==> config.mk <==
export PLATFORM = sky130hd
export DESIGN_NAME = i2s_rx_packer
export DESIGN_NICKNAME = d
export VERILOG_FILES = /design/src/rtl/audio_pkg.sv /design/src/rtl/i2s_sync_edge.sv /design/src/rtl/i2s_rx_packer.sv
export SDC_FILE = /design/constraint.sdc
export NUM_CORES = 1
export LEC_CHECK = 0
export CAP_MARGIN = 20
export CELL_PAD_IN_SITES_DETAIL_PLACEMENT = 2
export CELL_PAD_IN_SITES_GLOBAL_PLACEMENT = 2
export CORE_MARGIN = 4
export CORE_UTILIZATION = 35
export CTS_BUF_LIST = sky130_fd_sc_hd__clkbuf_2
export DETAILED_ROUTE_END_ITERATION = 12
export GPL_ROUTABILITY_DRIVEN = 1
export PLACE_DENSITY = 0.78
export SLEW_MARGIN = 10
export SYNTH_ARGS = -nofsm -noshare
export SYNTH_HDL_FRONTEND = slang
export SYNTH_SLANG_ARGS = --single-unit
==> constraint.sdc <==
create_clock -name clk -period 4.25 [get_ports clk]
set_clock_uncertainty 0.2 [all_clocks]
set_input_delay 0.425 -clock clk [delete_from_list [all_inputs] [get_ports clk]]
set_output_delay 0.425 -clock clk [all_outputs]
set_load 0.02 [all_outputs]
==> src/rtl/audio_pkg.sv <==
// Shared audio stream definitions for the I2S receive path and the FIFO bus bridge.
// Contents: sample/sequence/word widths, the packed output word and the receiver
// FSM state type.
package audio_pkg;

  localparam int unsigned SAMPLE_W = 24;
  localparam int unsigned SEQ_W    = 3;
  localparam int unsigned DATA_W   = 1 + SEQ_W + SAMPLE_W;
  localparam int unsigned OVF_W    = 16;

  // One tagged sample as carried on source_data.
  typedef struct packed {
    logic                ch;
    logic [SEQ_W-1:0]    seq;
    logic [SAMPLE_W-1:0] sample;
  } audio_word_t;

  typedef enum logic [1:0] {
    ST_IDLE,
    ST_SKIP,
    ST_SHIFT,
    ST_WAIT
  } rx_state_t;

endpackage

==> src/rtl/i2s_sync_edge.sv <==
// Brings the three asynchronous I2S pins into the clk domain.
// Ports: clk/reset (sync, active-high); bclk, lrclk, sdata pins in;
//        bclk_rise one-clk pulse on a synced bclk 0->1, with lrclk_sync/sdata_sync
//        registered alongside so they are valid in the same cycle as the pulse.
module i2s_sync_edge
  import audio_pkg::*;
(
  input  logic clk,
  input  logic reset,
  input  logic bclk,
  input  logic lrclk,
  input  logic sdata,
  output logic bclk_rise,
  output logic lrclk_sync,
  output logic sdata_sync
);

  // {bclk, lrclk, sdata}
  logic [2:0] meta;
  logic [2:0] sync;
  logic       bclk_prev;

  // Two-flop synchroniser, then edge detect on the synced bclk.
  always_ff @(posedge clk) begin
    if (reset) begin
      meta       <= '0;
      sync       <= '0;
      bclk_prev  <= 1'b0;
      bclk_rise  <= 1'b0;
      lrclk_sync <= 1'b0;
      sdata_sync <= 1'b0;
    end else begin
      meta       <= {bclk, lrclk, sdata};
      sync       <= meta;
      bclk_prev  <= sync[2];
      bclk_rise  <= sync[2] & ~bclk_prev;
      lrclk_sync <= sync[1];
      sdata_sync <= sync[0];
    end
  end

endmodule

==> src/rtl/i2s_rx_packer.sv <==
// I2S ADC receiver: deserialises each channel slot, tags it with channel and frame
// sequence, and offers it on a valid/ready stream through a 2-entry buffer.
// Ports: clk/reset (sync, active-high); enable capture level; i2s_bclk/i2s_lrclk/
//        i2s_sdata async codec pins; source_valid/source_data/source_ready stream;
//        overflow sticky drop flag; overflow_count saturating drop counter.
module i2s_rx_packer
  import audio_pkg::*;
#(
  parameter int unsigned SAMPLE_W = audio_pkg::SAMPLE_W,
  parameter int unsigned SEQ_W    = audio_pkg::SEQ_W,
  parameter int unsigned DATA_W   = audio_pkg::DATA_W,
  parameter int unsigned OVF_W    = audio_pkg::OVF_W
) (
  input  logic              clk,
  input  logic              reset,
  input  logic              enable,
  input  logic              i2s_bclk,
  input  logic              i2s_lrclk,
  input  logic              i2s_sdata,
  output logic              source_valid,
  output logic [DATA_W-1:0] source_data,
  input  logic              source_ready,
  output logic              overflow,
  output logic [OVF_W-1:0]  overflow_count
);

  localparam int unsigned CNT_W = $clog2(SAMPLE_W);

  if (DATA_W != 1 + SEQ_W + SAMPLE_W || DATA_W != $bits(audio_word_t)) begin : g_width_check
    $error("i2s_rx_packer: DATA_W must equal 1+SEQ_W+SAMPLE_W");
  end

  logic bclk_rise;
  logic lrclk_s;
  logic sdata_s;

  i2s_sync_edge u_sync (
    .clk        (clk),
    .reset      (reset),
    .bclk       (i2s_bclk),
    .lrclk      (i2s_lrclk),
    .sdata      (i2s_sdata),
    .bclk_rise  (bclk_rise),
    .lrclk_sync (lrclk_s),
    .sdata_sync (sdata_s)
  );

  rx_state_t           state;
  logic                lr_prev;
  logic                ch;
  logic [SAMPLE_W-2:0] shreg;   // MSB-first bits so far; the last bit joins on push
  logic [CNT_W-1:0]    bitcnt;
  logic [SEQ_W-1:0]    seq;

  logic        lr_edge_c;
  logic        push_c;
  audio_word_t push_word_c;

  assign lr_edge_c = bclk_rise && (lrclk_s != lr_prev);
  assign push_c    = enable && bclk_rise && !lr_edge_c && (state == ST_SHIFT) &&
                     (bitcnt == CNT_W'(SAMPLE_W - 1));

  always_comb begin
    push_word_c        = '0;
    push_word_c.ch     = ch;
    push_word_c.seq    = seq;
    push_word_c.sample = {shreg, sdata_s};
  end

  // Slot framing FSM; an lr_edge always restarts framing on the new channel.
  always_ff @(posedge clk) begin
    if (reset) begin
      state   <= ST_IDLE;
      lr_prev <= 1'b0;
      ch      <= 1'b0;
      shreg   <= '0;
      bitcnt  <= '0;
      seq     <= '0;
    end else begin
      if (bclk_rise) lr_prev <= lrclk_s;
      if (!enable) begin
        state <= ST_IDLE;
      end else if (bclk_rise) begin
        case (state)
          ST_IDLE, ST_WAIT: begin
            if (lr_edge_c) begin
              state <= ST_SKIP;
              ch    <= lrclk_s;
            end
          end
          ST_SKIP: begin
            state  <= ST_SHIFT;
            bitcnt <= '0;
          end
          ST_SHIFT: begin
            if (lr_edge_c) begin
              // Short slot: the partial sample is abandoned silently.
              state <= ST_SKIP;
              ch    <= lrclk_s;
            end else begin
              shreg <= {shreg[SAMPLE_W-3:0], sdata_s};
              if (bitcnt == CNT_W'(SAMPLE_W - 1)) begin
                state <= ST_WAIT;
                if (ch) seq <= seq + SEQ_W'(1);
              end else begin
                bitcnt <= bitcnt + CNT_W'(1);
              end
            end
          end
          default: state <= ST_IDLE;
        endcase
      end
    end
  end

  audio_word_t mem_q [0:1];
  logic        rd_ptr;
  logic        wr_ptr;
  logic [1:0]  count_q;

  logic        pop_c;
  logic        accept_c;
  logic        drop_c;
  logic        rd_next_c;
  logic [1:0]  count_next_c;
  audio_word_t head_next_c;

  assign pop_c        = source_valid && source_ready;
  assign accept_c     = push_c && ((count_q != 2'd2) || pop_c);
  assign drop_c       = push_c && (count_q == 2'd2) && !pop_c;
  assign rd_next_c    = pop_c ? ~rd_ptr : rd_ptr;
  assign count_next_c = count_q + 2'(accept_c) - 2'(pop_c);
  // A word written this cycle into the next head slot bypasses the array.
  assign head_next_c  = (accept_c && (wr_ptr == rd_next_c)) ? push_word_c : mem_q[rd_next_c];

  // Output buffer with registered head; a pop frees the slot for a same-cycle push.
  always_ff @(posedge clk) begin
    if (reset) begin
      mem_q[0]       <= '0;
      mem_q[1]       <= '0;
      rd_ptr         <= 1'b0;
      wr_ptr         <= 1'b0;
      count_q        <= 2'd0;
      source_valid   <= 1'b0;
      source_data    <= '0;
      overflow       <= 1'b0;
      overflow_count <= '0;
    end else begin
      if (accept_c) begin
        mem_q[wr_ptr] <= push_word_c;
        wr_ptr        <= ~wr_ptr;
      end
      rd_ptr       <= rd_next_c;
      count_q      <= count_next_c;
      source_valid <= (count_next_c != 2'd0);
      if (count_next_c != 2'd0) source_data <= DATA_W'(head_next_c);
      if (drop_c) begin
        overflow <= 1'b1;
        if (overflow_count != {OVF_W{1'b1}}) overflow_count <= overflow_count + OVF_W'(1);
      end
    end
  end

endmodule

Word-level counts from Yosys, hierarchy flattened
Memories as Yosys holds them, arrays and structs flattened. A register that Yosys moved wholly into a read port is not among the register bits. Index checks and enable logic that the tools add are counted.

Memories kept: 1. Logic and storage cells: 83. Flip-flop bits (word level): 67. Memory bits (writable): 56. Output and inout port bits: 46. Input bits: 7.

Memory list: mem_q (depth 2, bits a word 28, read ports 1, clocked after Yosys merged registers in 1, wr ports 2, RTL line i2s_rx_packer.sv:116) `audio_word_t mem_q [0:1];`.

$add $sub $neg: 5. Eq/ne operators: 12. Reductions and logical operators: 25. Bitwise gates (word level): 6. Mux-type cells: 16.

Operator list (count): $mux W28 (1); $reduce_or A28 Y1 (1); $add A16 B1 Y16 const B (1); $ne A16 B16 Y1 const B (1); $mux W5 (2); $pmux W5 S2 (1); $logic_and A1 B1 Y1 (9); $mux W1 (8); $ne A2 B2 Y1 const B (4); $reduce_and A4 Y1 (2); $eq A2 B2 Y1 const B (3); $mux W2 (3); $pmux W2 S3 (1); $reduce_and A6 Y1 (1); $add A5 B1 Y5 const B (1); $eq A5 B5 Y1 const B (1); $not A1 Y1 (5); $reduce_and A5 Y1 (1); $reduce_bool A2 Y1 (2); $reduce_or A2 Y1 (2); $add A3 B1 Y3 const B (1); $ne A3 B2 Y1 const B (1); $reduce_and A3 Y1 (1); $reduce_or A3 Y1 (1); other kinds (9) (10).

Depth between registers and ports, before layout
Depth in word-level cells: 12. Mapped depth: 14. Mapped depth without buffers: 12.

Hierarchy
Synthesis repeated with hierarchy kept, for this count alone.

Cells, all modules: 704. Area, all modules: 6815.3 um^2.

By module, submodules not included: i2s_rx_packer (area each 6546.3 um^2, cells an instance 684, times used 1, seq. area each 3383.2 um^2); i2s_sync_edge (area each 269.0 um^2, cells an instance 20, times used 1, seq. area each 200.2 um^2).

Worst setup path before layout
No wires, ideal clock.

Path kind: register to register. Start point: register state[0]. End point: memory mem_q[0][0] (netlist name) (enable). Slack: 303 ps. Stages on the path, launching flop included: 7. Setup time: 452 ps. Required time: 3598 ps. Arrival time: 3295 ps. Path buffers: 0. Period minus slack after synthesis: 3947 ps. Path through: dfxtp_1 > inv_1 > ha_1 > nand3_2 > nor3_2 > nand2_1 > o21ai_0.

RTL lines: start: declaration (RTL line i2s_rx_packer.sv:48) `rx_state_t state;`; start signal: assignment (RTL line i2s_rx_packer.sv:73) `state <= ST_IDLE;`; start signal: assignment (RTL line i2s_rx_packer.sv:82) `state <= ST_IDLE;`; start signal: assignment (RTL line i2s_rx_packer.sv:87) `state <= ST_SKIP;`; end: declaration (RTL line i2s_rx_packer.sv:116).

Final worst setup path
Start point: register lr_prev. End point: register source_data[21], read port of mem_q.

Cells in the longest elaborated chain, start to end: 10.

Ends and longest elaborated chain: start: declaration (RTL line i2s_rx_packer.sv:49) `logic lr_prev;`; start signal: assignment (RTL line i2s_rx_packer.sv:80) `if (bclk_rise) lr_prev <= lrclk_s;`; $ne A1 B1 Y1 (RTL line i2s_rx_packer.sv:59) `assign lr_edge_c = bclk_rise && (lrclk_s != lr_prev);`; $logic_and A1 B1 Y1 (RTL line i2s_rx_packer.sv:59); $logic_not A1 Y1 (RTL line i2s_rx_packer.sv:60) `assign push_c = enable && bclk_rise && !lr_edge_c && (state == ST_SHIFT) &&`; $logic_and A1 B1 Y1 (3 in series) (RTL line i2s_rx_packer.sv:60); $logic_and A1 B1 Y1 (RTL line i2s_rx_packer.sv:129) `assign accept_c = push_c && ((count_q != 2'd2) || pop_c);`; $add A2 B1 Y2 (RTL line i2s_rx_packer.sv:132) `assign count_next_c = count_q + 2'(accept_c) - 2'(pop_c);`; $sub A2 B1 Y2 (RTL line i2s_rx_packer.sv:132); $reduce_bool A2 Y1 (RTL line i2s_rx_packer.sv:156) `if (count_next_c != 2'd0) source_data <= DATA_W'(head_next_c);`; end: declaration (RTL line i2s_rx_packer.sv:21) `output logic [DATA_W-1:0] source_data,`.

Every way passes these cells. A chain may end at the register's enable or synchronous reset.

==> flow_metrics.py <==
metrics = {
    "clock_tree": {
        "tritoncts": "built",
        "cts_max_path_buffers": 2,
        "root_buffer": "clkbuf_2",
        "htreeDepth": 4,
        "cts_num_sinks": 151,
        "hold_buffers": 3,
        "postCtsResizedCells": 0,
        "clk_latency_ns": 0.72,
        "cts.clk_slew.worst_paths_ns": 0.22,
        "postCtsSetupBuffers": 0,
        "numCtsBuffers": 17,
    },
    "status": {
        "outcome": "completed",
    },
    "route": {
        "drt_iter0_drc": 313,
        "vias_per_cell": 5.59,
        "vias": 5189,
        "postRouteAntennaNets": 0,
        "dr.pass1.iters": 5,
        "wl_per_cell_um": 19.9,
        "drt-total-wl_um": 18500,
        "drc": 0,
    },
    "floorplanning": {
        "core_area_um2": 18200,
        "die_w_um": 145,
        "die-area_um2": 21000,
        "rows": 49,
        "die_h_um": 145,
        "ios": 53,
        "start_util_pct": 36.1,
    },
    "synthesis": {
        "synthFlopType": "dfxtp_1",
        "ys_seq_area_share_pct": 54.6,
        "syn_inst": 641,
        "ys.warnings.count": 0,
        "syn_avg_cell_area_um2": 10.2,
        "netlist_area_um2": 6570,
        "synth_seq_cells": 151,
        "synth_nets": 655,
        "async_flop_share_pct": 0,
        "synth-edff-count": 56,
        "ys_types": 48,
    },
    "global_route": {
        "grt_start_max_net_pins": 66,
        "track_usage_pct": 17.7,
        "overflow": 0,
        "grt_pass1_vias": 5559,
        "grt_pass1_wl_um": 30000,
        "antenna_found_initial": 0,
    },
    "setup_path": {
        "crit_required_ns": 4.69,
        "critical_path_class": "reg2reg",
        "reg2regPathDepth": 10,
        "worst-path-max-fanout": 57,
        "cp-start-kind": "register",
        "critPathArrivalTime_ns": 3.86,
        "endpoint_kind": "register",
    },
    "cells_and_area": {
        "final_cell_mix": "dfxtp_1, nand2_1, and2_1",
        "areaGrowthSynthToFinish_pct": 16.5,
        "drive_gt1_share_pct": 13.3,
        "utilization_pct": 42.0,
        "mostFrequentLayoutCell": "dfxtp_1",
        "antenna_cells": 0,
        "design_area_um2": 7650,
        "fin_nets": 701,
    },
    "timing": {
        "fin_crit_sh_pct": 80.4,
        "fin_crit_ns": 3.42,
        "grt_setup_unrepaired": "no",
        "finalSetupViolCount": 0,
        "fmax_mhz": 293,
        "hold_viol_final": 0,
        "tightest_slew_ns": 0.752,
        "report.final.slew_viol_count": 0,
        "finalSetupTns_ns": 0,
        "slew-limit-headroom_pct": 49.8,
    },
    "worst_hold_path": {
        "hold_path_class": "in2reg",
        "min_delay_path_depth": 4,
    },
    "power": {
        "power_density_nw_per_um2": 333,
        "p_leak_nw": 2.60,
        "ir_drop_v": 0.000177,
    },
    "placed_design": {
        "placed_area_um2": 7340,
        "place_hpwl_um": 11500,
        "gp_congestion": 0.772,
        "port_buffers": 52,
    },
    "run": {
        "cap_violations": 0,
    },
}
## cell usage after synthesis (all sizes together) (13+ instances only)
library cell  instances  area [µm²]
nand2                64         240
and2                 57         357
a21oi                38         190
dfxtp                95        1900
o31ai                29         218
buf                  18        78.8
mux2                 32         360
o41ai                29         254
clkbuf               25        93.8
nand3                36         185
edfxtp               56        1680
o21ai                13        65.1
nor2                 56         210
## final timing paths
| kind | start | to | slack (ns) |
|---|---|---|---|
| hold / removal | reset | source_data[20]$_SDFFE_PP0P_ | 0.10 |
| setup / recovery | lr_prev$_SDFFE_PP0P_ | source_data[21]$_SDFFE_PP0P_ | 0.83 |
| setup reg to reg | lr_prev$_SDFFE_PP0P_ | source_data[21]$_SDFFE_PP0P_ | 0.83 |
| hold reg to reg | u_sync.bclk_prev$_SDFF_PP0_ | u_sync.bclk_rise$_SDFF_PP0_ | 0.21 |
## power breakdown
part           internal, mW  switching (mW)  total (mW)
Sequential             1.53         0.00863        1.54
Clock                 0.388           0.537       0.925
Combinational        0.0306          0.0528      0.0834
Total                  1.95           0.598        2.55
## routing by layer
layer / wire length [µm] / track usage (%) / share of wire, % / vias to the layer above
met5: 0 / 0 / 0 / -
met4: 193 / 4.70 / 1.0 / 0
met3: 529 / 3.55 / 2.9 / 17
met2: 9750 / 32.1 / 53 / 78
met1: 7990 / 21.4 / 43 / 2679
li1: - / - / - / 2415
## worst max-delay path, stage by stage, from the launching register on
cell and delay [ns]:
dfxtp_1 0.44, xor2_1 0.57, nor3_2 0.15, nand3_1 0.13
o21ai_0 0.10, ha_1 0.22, xor2_1 0.18, nor4_1 0.38
o31a_4 0.63, nand3_1 0.18, o31ai_1 0.12
## logic make-up after synthesis
kind of cell	count (synthesis)	synth area share [%]
AOI/OAI and AO/OA	120	12.5
xor gates and xnor gates	13	1.73
adders and majority gates	7	1.33
buffers and inverters	48	2.92
DFF	151	54.6
muxes	34	5.79
and+or+nand+nor	268	21.2
## per-stage QoR
stage,setup WS [ns],power [mW],hold slack [ns],instances
2_1_floorplan,0.303,1.62,0.167,641
5_1_grt,0.462,2.65,0.0490,929
6_report,0.833,2.55,0.104,929
3_3_place_gp,0.632,1.64,0.174,894
4_1_cts,0.428,2.57,0.0527,929
3_5_place_dp,0.197,1.65,0.183,894
## registers in the layout, indices dropped and copies added (netlist names), 2 cells and up
register / cells
bitcnt: 5
count_q: 2
mem_q: 56
overflow_count: 16
seq: 3
shreg: 23
source_data: 28
state: 2
u_sync.meta: 3
u_sync.sync: 3
## layout make-up
class                           count  area, µm²
Tap cell                          229        287
Multi-Input combinational cell    442       2820
Sequential cell                   151       3580
Fill cell                        1889      10600
Inverter                            5       18.8
Timing Repair Buffer               70        671
Clock inverter                     13        179
Clock buffer                       19       95.1
Note: power is estimated with default switching activity, not from simulation.
